===== config.mk =====
export PLATFORM = sky130hd
export DESIGN_NAME = imem_loader
export DESIGN_NICKNAME = d
export VERILOG_FILES = /design/src/rtl/imem_loader_pkg.sv /design/src/rtl/imem_loader_byte_packer.sv /design/src/rtl/imem_loader.sv
export SDC_FILE = /design/constraint.sdc
export NUM_CORES = 1
export LEC_CHECK = 0
export ABC_AREA = 1
export CAP_MARGIN = 25
export CELL_PAD_IN_SITES_DETAIL_PLACEMENT = 0
export CELL_PAD_IN_SITES_GLOBAL_PLACEMENT = 1
export CORE_ASPECT_RATIO = 1.2
export CORE_MARGIN = 2
export CORE_UTILIZATION = 36
export DETAILED_ROUTE_END_ITERATION = 8
export PLACE_DENSITY = 0.9
export SETUP_SLACK_MARGIN = 0.4
export SYNTH_ARGS = -nofsm -noshare
export SYNTH_HDL_FRONTEND = slang
export SYNTH_SLANG_ARGS = --single-unit

===== constraint.sdc =====
create_clock -name clk -period 2.9 [get_ports clk]
set_clock_uncertainty 0.05 [all_clocks]
set_input_delay 0.29 -clock clk [delete_from_list [all_inputs] [get_ports clk]]
set_output_delay 0.29 -clock clk [all_outputs]
set_load 0.03 [all_outputs]

===== src/rtl/imem_loader_pkg.sv =====
// Shared types and constants for the instruction-memory byte loader.
package loader_pkg;

    // Loader control states
    typedef enum logic [1:0] {
        IDLE,
        LOAD,
        WRITE,
        DONE
    } loader_state_t;

    // Bytes packed into one imem word
    localparam int BYTES_PER_WORD = 4;

    // Byte lane index inside a word (lane 0 = bits 7:0)
    typedef logic [1:0] lane_t;

endpackage


===== src/rtl/imem_loader_byte_packer.sv =====
// Little-endian byte packer: collects stream bytes into a 32-bit word.
// Unfilled lanes stay zero because the buffer is cleared after every word.
module byte_packer
    import loader_pkg::*;
(
    input  logic        clk,
    input  logic        reset,
    input  logic        take,
    input  logic        clear,
    input  logic [7:0]  byte_in,
    output logic [31:0] word,
    output lane_t       lane_cnt
);

    // Lane counter and word buffer; clear has priority over take
    always_ff @(posedge clk or posedge reset) begin
        if (reset) begin
            word     <= '0;
            lane_cnt <= '0;
        end else if (clear) begin
            word     <= '0;
            lane_cnt <= '0;
        end else if (take) begin
            word[{lane_cnt, 3'b000} +: 8] <= byte_in;
            lane_cnt                      <= lane_cnt + 1'b1;
        end
    end

endmodule


===== src/rtl/imem_loader.sv =====
// Run-time instruction memory loader: accepts a byte stream, packs it into
// 32-bit words and writes them to the imem while holding the CPU in reset.
module imem_loader
    import loader_pkg::*;
#(
    parameter int ADDR_W = 6,
    parameter int DATA_W = 32
) (
    input  logic              clk,
    input  logic              reset,
    input  logic              load_start,
    input  logic              load_end,
    input  logic              byte_valid,
    input  logic [7:0]        byte_data,
    output logic              byte_ready,
    output logic              mem_we,
    output logic [ADDR_W-1:0] mem_addr,
    output logic [DATA_W-1:0] mem_wdata,
    output logic              cpu_hold,
    output logic              load_done,
    output logic [ADDR_W:0]   word_count,
    output logic              overflow_err
);

    localparam logic [ADDR_W:0] DEPTH     = {1'b1, {ADDR_W{1'b0}}};
    localparam lane_t           LAST_LANE = lane_t'(BYTES_PER_WORD - 1);

    loader_state_t   state;
    loader_state_t   state_next;
    logic            end_pending;
    logic            end_pending_next;
    logic            take;
    logic            clear;
    lane_t           lane_cnt;
    logic [31:0]     packed_word;
    logic [ADDR_W:0] count_next;

    byte_packer u_packer (
        .clk      (clk),
        .reset    (reset),
        .take     (take),
        .clear    (clear),
        .byte_in  (byte_data),
        .word     (packed_word),
        .lane_cnt (lane_cnt)
    );

    assign mem_wdata  = packed_word;
    assign count_next = word_count + 1'b1;

    // State register and the remembered end-of-program request
    always_ff @(posedge clk or posedge reset) begin
        if (reset) begin
            state       <= IDLE;
            end_pending <= 1'b0;
        end else begin
            state       <= state_next;
            end_pending <= end_pending_next;
        end
    end

    // Next-state and output decode; a byte taken with load_end is packed first
    always_comb begin
        state_next       = state;
        end_pending_next = end_pending;
        byte_ready       = 1'b0;
        cpu_hold         = 1'b0;
        mem_we           = 1'b0;
        load_done        = 1'b0;
        take             = 1'b0;
        clear            = 1'b0;
        case (state)
            IDLE: begin
                if (load_start) begin
                    state_next       = LOAD;
                    end_pending_next = 1'b0;
                    clear            = 1'b1;
                end
            end
            LOAD: begin
                byte_ready = 1'b1;
                cpu_hold   = 1'b1;
                take       = byte_valid;
                if (byte_valid && (lane_cnt == LAST_LANE)) begin
                    state_next       = WRITE;
                    end_pending_next = load_end;
                end else if (load_end) begin
                    if (byte_valid || (lane_cnt != '0)) begin
                        state_next       = WRITE;
                        end_pending_next = 1'b1;
                    end else begin
                        state_next = DONE;
                    end
                end
            end
            WRITE: begin
                cpu_hold         = 1'b1;
                mem_we           = !overflow_err;
                clear            = 1'b1;
                end_pending_next = 1'b0;
                state_next       = end_pending ? DONE : LOAD;
            end
            DONE: begin
                cpu_hold   = 1'b1;
                load_done  = 1'b1;
                state_next = IDLE;
            end
            default: begin
                state_next = IDLE;
            end
        endcase
    end

    // Write address, word count and sticky overflow; frozen once memory is full
    always_ff @(posedge clk or posedge reset) begin
        if (reset) begin
            mem_addr     <= '0;
            word_count   <= '0;
            overflow_err <= 1'b0;
        end else if ((state == IDLE) && load_start) begin
            mem_addr     <= '0;
            word_count   <= '0;
            overflow_err <= 1'b0;
        end else if (mem_we) begin
            mem_addr   <= mem_addr + 1'b1;
            word_count <= count_next;
            if (count_next == DEPTH) begin
                overflow_err <= 1'b1;
            end
        end
    end

endmodule


=== Word-level counts from Yosys, hierarchy flattened ===
Cells that the tools add are included.

* Input bits: 13
* Logic and storage cells: 65
* Register bits after elaboration: 51
* Output and inout bits: 50

* Mux-type cells: 30
* Reduce and logical (&&, ||, !) cells: 14
* Add/subtract/negate cells: 4
* Shift-type cells: 2
* Equality and inequality tests: 8

{| class="wikitable"
|+ Operators with widths
! operator !! count
|-
| two-way mux 32 bit || 2
|-
| bitwise mux 32 bit || 1
|-
| variable shift 8 x 7 -> 32 bit (first input constant) || 1
|-
| variable part select 8 x 7 -> 32 bit || 1
|-
| two-way mux 1 bit || 14
|-
| two-way mux 7 bit || 2
|-
| two-way mux 2 bit || 6
|-
| two-way mux 6 bit || 2
|-
| one-hot mux 2 bit (4 select lines) || 1
|-
| nonzero test 2 bit || 4
|-
| adder 7 x 1 -> 7 bit (second input constant) || 1
|-
| equality test 7 bit (second input constant) || 1
|-
| negation 5 -> 7 bit || 1
|-
| adder 6 x 1 -> 6 bit (second input constant) || 1
|-
| equality test 2 bit (second input constant) || 3
|-
| != test 3 bit (second input constant) || 2
|-
| AND reduction 2 bit || 2
|-
| AND reduction 4 bit || 1
|-
| one-hot mux 1 bit (3 select lines) || 1
|-
| nonzero test 3 bit || 1
|-
| OR reduction 3 bit || 1
|-
| adder 2 x 1 -> 2 bit (second input constant) || 1
|-
| equality test 2 x 1 -> 1 bit (second input constant) || 1
|-
| logical AND 1 bit || 2
|-
| other kinds (5) || 5
|}

=== Longest topological paths before layout ===
* Depth in word-level cells: 6
* Depth in mapped cells: 9
* Depth with buffers taken out: 9

=== Hierarchy ===
Synthesis repeated with hierarchy kept, for this count alone.

* Cells, all modules: 340
* Area total of the unflattened synthesis: 2,603.7 um^2

{| class="wikitable"
|+ Modules (own cells, without submodules)
! module !! cells an instance !! times used !! sequential area each (um^2) !! area each (um^2)
|-
| byte_packer || 220 || 1 || 850.8 || 1,652.8
|-
| imem_loader || 120 || 1 || 425.4 || 950.9
|}

=== Least setup slack after synthesis ===
No wires, ideal clock.

* Path type: reg-to-reg
* Start point: register u_packer.lane_cnt[0]
* End point: register u_packer.word[16]
* Stages on the path, launching flop included: 8
* Slack: 0.912 ns
* Setup time: 0.077 ns
* Path buffers: 1
* Data required time: 2.773 ns
* Arrival time: 1.861 ns
* Path through: dfrtp_1 -> clkbuf_1 -> inv_1 -> ha_1 -> inv_1 -> nor2_2 -> nand4_4 -> o21ai_1

* Cells in the longest elaborated chain, start to end: 5
* Elaborated cells between the ends (all ways): 6

{| class="wikitable"
|+ Ends and longest elaborated chain
! what !! RTL line !! text
|-
| start: declaration || imem_loader_byte_packer.sv:12 || <nowiki>output lane_t lane_cnt</nowiki>
|-
| start signal: assignment || imem_loader_byte_packer.sv:25 || <nowiki>lane_cnt <= lane_cnt + 1'b1;</nowiki>
|-
| negation 5 -> 7 bit * || imem_loader_byte_packer.sv:24 || <nowiki>word[{lane_cnt, 3'b000} +: 8] <= byte_in;</nowiki>
|-
| variable part select 8 x 7 -> 32 bit / variable shift 8 x 7 -> 32 bit (equally long branches) || imem_loader_byte_packer.sv:24 ||
|-
| bitwise mux 32 bit * || imem_loader_byte_packer.sv:24 ||
|-
| two-way mux 32 bit * || imem_loader_byte_packer.sv:23 || <nowiki>end else if (take) begin</nowiki>
|-
| two-way mux 32 bit * || imem_loader_byte_packer.sv:20 || <nowiki>end else if (clear) begin</nowiki>
|-
| end signal: indexed assignment || imem_loader_byte_packer.sv:24 ||
|-
| end: declaration || imem_loader_byte_packer.sv:11 || <nowiki>output logic [31:0] word,</nowiki>
|}

Mark *: on every way between the ends. The rest lies on a longest branch, timed or not. The select of a mux whose other input is x is not followed.
A chain may end at the register's enable or synchronous reset.

=== Worst setup path after layout ===
* Start point: register state[0]
* End point: output port mem_we

* Cells in the longest elaborated chain, start to end: 2

{| class="wikitable"
|+ Ends and longest elaborated chain
! what !! RTL line !! text
|-
| start: declaration || imem_loader.sv:28 || <nowiki>loader_state_t state;</nowiki>
|-
| start signal: assignment || imem_loader.sv:57 || <nowiki>state <= state_next;</nowiki>
|-
| equality test 2 bit || imem_loader.sv:72 || <nowiki>case (state)</nowiki>
|-
| two-way mux 1 bit || imem_loader.sv:72 ||
|-
| end: declaration || imem_loader.sv:16 || <nowiki>output logic mem_we,</nowiki>
|}

No other way between the ends.

==> results.md <==
* Routed Antenna Nets at 0
* Area after DPL at 3330 µm²
* Status: complete, no violations
* Hold_buf cts at 0
* Initial DRC Count at 52
* Reg2Reg Capture Point: u_packer.word[16]
* Top-count cell post-synth: nand2_1
* #FFs+latches synth at 51
* Max-cap violations at 0
* Total core area at 6900 µm²
* Die Area at 7900 µm²
* Final period util at 77.3%
* Pre-Repair DR Iteration Count at 6
* # Post-CTS Setup Buffers at 0
* Power per Cell Area at 805 nW/µm²
* DR vias at 2,193
* Depth of the most critical reg-to-reg path at 6
* Synth top cells by count: nand2_1, dfrtp_1, nand3_1
* Die extent in y at 96.9 µm
* Placer's final routability congestion estimate at 0.812
* Netlist Area Pre-Place at 2590 µm²
* GR peak layer: met2
* Max frequency at 0.446 GHz
* Syn-to-layout area delta at 31.9%
* Syn nets at 320
* Final min period at 2.24 ns
* Relative slew slack at 53.3%
* CP Capture Point: mem_we
* CTS max path bufs at 2
* WL/cell at 13.0 µm
* Setup tns final at 0 ns
* First-pass GRT wire length at 10,100 µm
* Antenna violations before repair at 0
* EDFF count, synth at 0
* Largest net degree at the start of global routing at 33
* Top-area cell type share of the netlist area at 49.3%
* GR Layer Usage met3 at 3.73%
* Asr flop ratio synth at 100%
* WP depth at 5
* CP delay by family, top: buffers and inverters
* Post-CTS resize count at 0
* Met2 Usage GRT at 26.2%
* Worst setup path start: state[0]
* Post-synth cell types at 31
* Total GRT Usage at 16.4%
* Avg Inst Size Synth at 8.64 µm²
* Seq/Total Area, Yosys at 49.3%
* Via density at 4.80
* Vias in the first global route at 2,166
* Worst path cell trace: inv_2 > nand2_2 > nor2_1 > buf_4 > clkdlybuf4s50_1
* Worst vdd ir at 0.461 mV
* CP Max Fanout at 11
* Max-slew violations at 0
* Initial core utilization at 37.6%
* Die width at 81.5 µm
* Worst-margin pin slew at 0.699 ns
* Root buf cell: clkbuf_8
* Buf/Inv on CP at 3
* Filler cells at 669
* Clk_lat worst skew at 0.31 ns
* FF-to-FF Start: u_packer.lane_cnt[0]
* Top cells by area, synth: dfrtp_1, nand2_1, nand3_1
* CP arrival at 1.90 ns
* Antenna cells at 0
* Hold WC Path Type: in -> async
* Drc violations at 0
* Worst path max stage delay at 0.68 ns
* Worst setup EP type: output pin
* GR Layer Usage met1 at 21.3%
* Net count, final at 389
* I/O pins at 63
* H-Tree Depth at 2
* Final Setup Violations at 0
* CTS buffer count at 5
* RSZ-0062 raised after global routing: no
* GRT overflow at 0
* Final wirelength at 5940 µm
* Slowest CP cell: clkdlybuf4s50_1
* Power Total at 2750 µW
* Crit path launch type: register
* Flop-to-flop setup slack at 0.81 ns
* Pleak at 0.00168 µW
* HPWL after detailed placement at 4510 µm
* Ys Warns at 0
* Rows at 33
* Area leader, netlist: dfrtp_1
* Required @ worst endpoint at 2.56 ns
* Cells after DPL at 449
* CTS Sinks at 51
* Port Buf Inserts at 62
* Layout cells sized above 1 at 10.8%
* Kind of critical path: reg -> out
* CTS tree: done
* Clk slew on worst S/H paths at 0.10 ns
* Finished Layout Cells at 457
* Cell area after layout at 3420 µm²
* Synthesized instance count at 300
* Top_reg_cell synth: dfrtp_1
* Final hold violations at 0
[per-layer routing]
layer  vias up  routed length, µm
li1       1109                  -
met1      1013               2670
met2        59               2900
met3        12                240
met4         0                123
met5         -                  0
[where the power goes]
| part | internal (µW) | total [µW] | switching (µW) |
|---|---|---|---|
| logic | 460 | 1400 | 944 |
| registers | 822 | 937 | 115 |
| clock network | 170 | 409 | 239 |
| total | 1450 | 2750 | 1300 |
[cell usage in the layout (no fill, tap or decap), types with 3 or more instances in the layout]
| master | instances |
|---|---|
| inv_1 | 33 |
| a21oi_1 | 6 |
| o22ai_1 | 4 |
| nand3_1 | 44 |
| nor2_2 | 4 |
| o21ai_1 | 20 |
| buf_4 | 3 |
| clkbuf_8 | 5 |
| nand4_1 | 4 |
| nand2_1 | 78 |
| nor2_1 | 9 |
| inv_2 | 7 |
| ha_1 | 7 |
| clkdlybuf4s50_1 | 62 |
| nand2_2 | 3 |
| dfrtp_1 | 51 |
| nand2_4 | 3 |
| nor3_1 | 4 |
[state kept, by name, indices dropped and copies added (netlist names)]
signal	count
u_packer.word	32
word_count	7
mem_addr	6
state	2
u_packer.lane_cnt	2
end_pending	1
overflow_err	1
[layout make-up]
type	instances	area, µm²	area share (%)
Multi-Input combinational cell	201	1120	32.8
Timing Repair Buffer	65	643	18.8
Clock inverter	3	18.8	0.549
Inverter	45	179	5.24
Sequential cell	51	1280	37.3
Clock buffer	5	68.8	2.01
Tap cell	87	109	3.19
[worst min-delay path by stage]
| stage | from | endpoint | slack, ns | depth (start not counted) |
|---|---|---|---|---|
| 2_1_floorplan | byte_data[0] | u_packer.word[16] | 0.37 | 2 |
| 3_3_place_gp | u_packer.word[10] | u_packer.word[10] | 0.42 | 2 |
| 3_5_place_dp | u_packer.word[26] | u_packer.word[26] | 0.41 | 2 |
| 4_1_cts | reset | mem_addr[2] | 0.38 | 2 |
| 5_1_grt | reset | mem_addr[2] | 0.41 | 2 |
| 6_report | reset | mem_addr[2] | 0.36 | 2 |
[per-stage QoR]
step / hold slack [ns] / setup WS [ns] / utilization, %
floorplan: 0.371 / 0.912 / -
global placement: 0.416 / 0.921 / 48.3
detailed placement: 0.415 / 0.819 / 48.3
CTS: 0.381 / 0.631 / 49.6
global route: 0.406 / 0.509 / 49.6
finish: 0.359 / 0.658 / 49.6
[worst reg2reg max path: cells and delay by family, from the launching register on]
family | cells | cell delay [ns]
flops | 1 | 0.61
fa+ha+maj | 1 | 0.51
buf+inv | 2 | 0.37
simple gates | 2 | 0.32
compound gates | 1 | 0.16
[cells by family after synthesis]
| group | after synthesis | share of synthesized area (%) |
|---|---|---|
| buffers and inverters | 48 | 7.44 |
| XOR/XNOR | 1 | 0.338 |
| AO/OA/AOI/OAI | 35 | 8.06 |
| adder cells (fa/ha/maj) | 7 | 3.38 |
| AND/OR/NAND/NOR | 158 | 31.5 |
| flip-flops | 51 | 49.3 |
(Power assumes the default switching activity.)
